<file path="src/rtl/control_pkg.sv">
// Shared constants and types for the MIPS main control unit.
// Latency: n/a (types and constants only).
// Backpressure: n/a.
// Contents: opcode encodings, ALU-op class codes, ctrl_word_t and CTRL_NOP.
package control_pkg;

   // MIPS-I opcode field encodings (instr[31:26])
   localparam logic [5:0] OP_RTYPE = 6'b000000;
   localparam logic [5:0] OP_LW    = 6'b100011;
   localparam logic [5:0] OP_SW    = 6'b101011;
   localparam logic [5:0] OP_BEQ   = 6'b000100;
   localparam logic [5:0] OP_ADDI  = 6'b001000;
   localparam logic [5:0] OP_ADDIU = 6'b001001;
   localparam logic [5:0] OP_J     = 6'b000010;

   // ALU operation class handed to the ALU-control stage
   localparam logic [1:0] ALU_ADD   = 2'b00;
   localparam logic [1:0] ALU_SUB   = 2'b01;
   localparam logic [1:0] ALU_FUNCT = 2'b10;

   // Field order matches the port order of the top level
   typedef struct packed {
      logic       reg_dst;
      logic       branch;
      logic       mem_read;
      logic       mem_to_reg;
      logic [1:0] alu_op;
      logic       mem_write;
      logic       alu_src;
      logic       reg_write;
      logic       j;
   } ctrl_word_t;

   // NOP word: no register write, no memory access, no control transfer
   localparam ctrl_word_t CTRL_NOP = '0;

endpackage

</file>
<file path="src/rtl/control_decode.sv">
// Opcode decoder: maps the 6-bit opcode to one ctrl_word_t.
// Latency: purely combinational.
// Backpressure: none.
// Ports: opcode (in, 6) opcode field; ctrl_word (out, ctrl_word_t) decoded control word.
module control_decode
   import control_pkg::*;
(
   input  logic [5:0] opcode,
   output ctrl_word_t ctrl_word
);

   always_comb begin
      ctrl_word = CTRL_NOP;
      // Unlisted opcodes (and X/Z in simulation) fall through to the NOP word.
      // Don't-care fields stay at 0 from the default above.
      case (opcode)
         OP_RTYPE: begin
            ctrl_word.reg_dst   = 1'b1;
            ctrl_word.alu_op    = ALU_FUNCT;
            ctrl_word.reg_write = 1'b1;
         end
         OP_LW: begin
            ctrl_word.mem_read   = 1'b1;
            ctrl_word.mem_to_reg = 1'b1;
            ctrl_word.alu_op     = ALU_ADD;
            ctrl_word.alu_src    = 1'b1;
            ctrl_word.reg_write  = 1'b1;
         end
         OP_SW: begin
            ctrl_word.mem_write = 1'b1;
            ctrl_word.alu_op    = ALU_ADD;
            ctrl_word.alu_src   = 1'b1;
         end
         OP_BEQ: begin
            ctrl_word.branch = 1'b1;
            ctrl_word.alu_op = ALU_SUB;
         end
         OP_ADDI, OP_ADDIU: begin
            ctrl_word.alu_op    = ALU_ADD;
            ctrl_word.alu_src   = 1'b1;
            ctrl_word.reg_write = 1'b1;
         end
         OP_J: begin
            ctrl_word.j = 1'b1;
         end
         default: begin
            ctrl_word = CTRL_NOP;
         end
      endcase
   end

endmodule

</file>
<file path="src/rtl/control.sv">
// Main control unit: decodes the opcode into registered datapath steering signals.
// Latency: 1 cycle (opcode sampled at rising clk, word visible after that edge).
// Backpressure: none; a new opcode is decoded every cycle.
// Ports: clk, rst_n (async active-low, clears to NOP), c (opcode instr[31:26]);
//        outputs RegDst, Branch, MemRead, MemtoReg, Alu_op[1:0], MemWrite, AluSrc,
//        RegWrite, J -- the unpacked fields of the registered control word.
module control
   import control_pkg::*;
(
   input  logic       clk,
   input  logic       rst_n,
   input  logic [5:0] c,
   output logic       RegDst,
   output logic       Branch,
   output logic       MemRead,
   output logic       MemtoReg,
   output logic [1:0] Alu_op,
   output logic       MemWrite,
   output logic       AluSrc,
   output logic       RegWrite,
   output logic       J
);

   ctrl_word_t dec_word;
   ctrl_word_t ctrl_d;
   ctrl_word_t ctrl_q;

   control_decode u_decode (
      .opcode    (c),
      .ctrl_word (dec_word)
   );

   always_comb begin
      ctrl_d = dec_word;
   end

   // Registering the word gives the datapath one glitch-free control word per cycle
   always_ff @(posedge clk or negedge rst_n) begin
      if (!rst_n) begin
         ctrl_q <= CTRL_NOP;
      end else begin
         ctrl_q <= ctrl_d;
      end
   end

   assign RegDst   = ctrl_q.reg_dst;
   assign Branch   = ctrl_q.branch;
   assign MemRead  = ctrl_q.mem_read;
   assign MemtoReg = ctrl_q.mem_to_reg;
   assign Alu_op   = ctrl_q.alu_op;
   assign MemWrite = ctrl_q.mem_write;
   assign AluSrc   = ctrl_q.alu_src;
   assign RegWrite = ctrl_q.reg_write;
   assign J        = ctrl_q.j;

endmodule

</file>
<file path="config.mk">
export PLATFORM = sky130hd
export DESIGN_NAME = control
export DESIGN_NICKNAME = d
export VERILOG_FILES = /design/src/rtl/control_pkg.sv /design/src/rtl/control_decode.sv /design/src/rtl/control.sv
export SDC_FILE = /design/constraint.sdc
export NUM_CORES = 1
export LEC_CHECK = 0
export ABC_AREA = 1
export CORE_AREA = 3 3 40 42
export CTS_BUF_LIST = sky130_fd_sc_hd__clkbuf_16
export CTS_CLUSTER_SIZE = 10
export DETAILED_ROUTE_END_ITERATION = 8
export DIE_AREA = 0 0 43 45
export MAX_ROUTING_LAYER = met4
export PLACE_DENSITY = 0.61
export SYNTH_ARGS = -nofsm -noshare
export SYNTH_HDL_FRONTEND = slang
export SYNTH_SLANG_ARGS = --single-unit
</file>
<file path="constraint.sdc">
create_clock -name clk -period 1 [get_ports clk]
set_clock_uncertainty 0.15 [all_clocks]
set_input_delay 0.2 -clock clk [delete_from_list [all_inputs] [get_ports clk]]
set_output_delay 0.2 -clock clk [all_outputs]
set_load 0.005 [all_outputs]
</file>
## Word level (Yosys, flattened, before mapping)

Index checks and enable logic that the tools add are counted.

- Div/mod/pow operators: 0
- Bitwise gates (word level): 0
- Muxes and demuxes: 8
- $add $sub $neg: 0
- Equal/unequal tests: 6
- Multipliers: 0
- Shifts and indexed selects: 0
- Reductions and logical operators: 3
- Order comparisons: 0

Operator list:

| operator | number |
|---|---|
| $eq A6 B4 Y1 const B | 2 |
| $eq A6 B6 Y1 const B | 2 |
| $reduce_or A4 Y1 | 2 |
| $eq A6 B2 Y1 const B | 1 |
| $eq A6 B3 Y1 const B | 1 |
| $logic_not A6 Y1 | 1 |
| $mux W1 | 6 |
| $pmux W2 S2 | 1 |
| $mux W2 | 1 |

- Logic and storage cells: 26
- Latch bits: 0
- Bits in registers: 10
- ROM bits: 0
- Memories: 0
- Output and inout port bits: 10
- RAM bits: 0

## Logic depth before layout (Yosys ltp)

- Word-level depth: 3
- Depth in mapped cells: 4
- Depth with buffers taken out: 4

## Modules after synthesis

Synthesis repeated with hierarchy kept, for this count alone.

- Cell total of the unflattened synthesis: 37
- Area, all modules: 400.4 um2

Modules (own cells, without submodules):

| module | area an instance (um2) | cells each | instances |
|---|---|---|---|
| control | 250.2 | 10 | 1 |
| control_decode | 150.1 | 27 | 1 |

## Least setup slack after synthesis

OpenSTA, ideal clock, no wires.

- Path type: reg2out
- Start: register, netlist name RegDst
- End: output Alu_op[1]
- Data required time: 650 ps
- Stages on the path, launching flop included: 2
- Data arrival time: 498 ps
- Path buffers: 1
- Slack: 152 ps
- Path through: dfrtp_1 > buf_4

RTL lines:

| what | line | source |
|---|---|---|
| to (decl) | control.sv:17 | `output logic [1:0] Alu_op,` |

## Worst setup path in the final report

- Start: register ctrl_q, in the netlist RegDst
- End: output RegDst

RTL lines:

| what | line | source |
|---|---|---|
| from (decl) | control.sv:26 | `ctrl_word_t ctrl_q;` |
| from (signal assigned) | control.sv:42 | `ctrl_q <= ctrl_d;` |
| to (decl) | control.sv:13 | `output logic RegDst,` |

No word-level cell between the ends.

==> results.md <==
* Outcome: finished with violations
* Violated checks: setup timing
* Buffers on Ports at 17
* Reg power frac at 31.6%
* Initial DRC Count at 4
* Share of layout cells above drive strength 1 at 38.2%
* F_max at 0.946 GHz
* Total number of yosys warnings at 0
* # H-tree levels at 1
* Ports at 18
* PD cells at 1920 nW/um^2
* Nets@finish at 65
* RSZ-0062 raised after global routing: true
* Mapped cell area at 329 sq um
* Clock power frac at 61.5%
* Flip-flop and latch count after synthesis at 8
* Final number of setup-violating endpoints at 10
* Placer congestion estimate at 0.792
* Min Tclk post-route at 1060 ps
* ANT nets after route at 0
* LEAKAGE at 0.339 nW
* Starting Density at 25.6%
* Finished Layout Cells at 70
* Die Y at 45 microns
* Worst-path clk slew at 30 ps
* Die Footprint at approximately 1900 sq um
* CTS Sinks at 8
* TritonCTS clock tree: done
* Pin count of the biggest net entering global routing at 9
* Rows at 13
* Maxcap violations at 0
* Slew at the pin closest to its max-slew limit at 331 ps
* CP arrival at 710 ps
* Cell-internal power at 0.000877 W
* Layout fillers at 133
* Min Hold Slack at 91.3 ps
* Gr ovfl total at 0
* Hold buffers post-CTS at 0
* Clock root buffer master: clkbuf_16
* Chip width at 43 microns
* CP Launch Type: flop
* Switching pwr at 0.000174 W
* Count of different cell masters after synthesis at 10
* Crit path buffers/inverters at 1
* Vias in the first global route at around 300
* Max VDD drop at 0.000527 V
* Critical path, cell by cell: buf_2
* CP Data Required Time at ~650 ps
* Fin. Hold Viols at 0
* CTS Buffer Depth at 2
* Multi-input gate area in the final layout at 100 sq um
* Synth-to-Final Area Change at 66.5%
* CP top delay family: flip-flops
* Setup crit end kind: output pin
* Gate Count Post-Synth at 35
* CP max-delay cell: dfrtp_1
* Synthesized net count at 43
* Via count at around 300
* Gr usage total at 8.75%
* FF+latch area at 200 sq um
* Total power at 0.00105 W
* Hpwl dp at 532 microns
* Setup crit start: RegDst$_DFF_PN0_
* TritonCTS buffer count at 3
* Sw frac at 16.6%
* Antenna diodes at 0
* Max Slew Vio Count at 0
* CP max stage delay at around 360 ps
* Setup ws final at -57.4 ps
* Vias/cell at 4.31
* CORE AREA at 1280 sq um
* Routed wire per std cell at 10.3 microns
* Critical path depth at 1
* Combinational fraction of design power at between 6 and 7%
* Tcrit/Tclk final at 106%
* Average cell area after synthesis at 9.40 sq um
* First-pass GRT wire length at ~1100 microns
* Worst min-delay path class: input port to async pin
* DRC at 0
* Finished Core Util at 42.6%
* Total Wirelength at 724 microns
* Initial antenna violation count at 0
* Post-CTS Setup Bufs at 0
* Sequential element share of the synthesized area at 60.8%
* Inst Count DP at 67
* Crit path max fanout at 2
* Pre-antenna DRT Iters at 2
* Worst setup path class: flop to output pin
* Slew margin rel. at 77.9%
[worst max path at each step]
stage | slack, ps | to
2_1_floorplan | 150 | Alu_op[1]
3_3_place_gp | -280 | RegWrite$_DFF_PN0_
3_5_place_dp | -290 | Branch$_DFF_PN0_
4_1_cts | -70 | RegWrite
5_1_grt | -100 | MemRead
6_report | -60 | RegDst
[layer usage]
metal / track usage, % / vias to the layer above / part of all wire [%]
met3: 4.38 / 0 / 13
li1: - / 145 / -
met2: 13.8 / 14 / 53
met5: - / - / 0
met4: 7.23 / 0 / 0
met1: 7.94 / 143 / 34
[area by class of cell]
class                   instances  area share (%)
clock buffers                   3            13.7
inverters                       7            4.79
multi-input cells              18            18.3
flip-flops and latches          8            36.5
well taps                      15            3.42
repair buffers                 19            23.3
[per-stage QoR]
step / cell area [sq um] / TNS [ps] / setup WS, ps
2_1_floorplan: 329 / 0 / 152
3_3_place_gp: 518 / -3530 / -281
3_5_place_dp: 518 / -3670 / -294
4_1_cts: 548 / -582 / -70.7
5_1_grt: 548 / -772 / -95.9
6_report: 548 / -504 / -57.4
[cell usage in the layout (no fill, tap or decap), drive strengths merged]
master / netlist / final
buf: 2 / 12
dfrtp: 8 / 8
and3: 1 / 1
inv: 7 / 7
nor2: 7 / 7
clkbuf: 0 / 3
dlygate4sd2: 0 / 6
clkdlybuf4s50: 0 / 1
nor3: 2 / 2
nand2: 3 / 3
nand3: 5 / 5
[state kept, by name, indices dropped and copies added, names as in the netlist]
| register | cells |
|---|---|
| MemWrite | 1 |
| Branch | 1 |
| MemRead | 1 |
| AluSrc | 1 |
| Alu_op | 1 |
| RegWrite | 1 |
| RegDst | 1 |
| J | 1 |
[kinds of logic after synthesis]
group	share of synthesized area (%)
buffers and inverters	12.5
AND/OR/NAND/NOR	26.6
flip-flops	60.8
[cell usage after synthesis, drive strengths merged]
library cell	count	area share, %
nor3	2	3.0
nor2	7	9.5
buf	2	4.6
inv	7	8.0
dfrtp	8	61
and3	1	2.3
nand2	3	4.2
nand3	5	7.6
[power by group through the flow]
stage	clock network [W]	registers, W	logic [W]
2_1_floorplan	0	0.000337	0.0000217
5_1_grt	0.000678	0.000332	0.0000818
3_3_place_gp	0	0.000336	0.0000809
6_report	0.000647	0.000332	0.0000730
4_1_cts	0.000657	0.000332	0.0000728
3_5_place_dp	0	0.000336	0.0000815
[timing repair]
item / CTS / global route
endpoints found under the setup margin: 18 / 10
pin swaps: 2 / 0
hold endpoints to repair: 0 / 0
gates cloned: 0 / 0
resized for setup: 49 / 0
No activity file was read; power rests on OpenSTA's default activity.
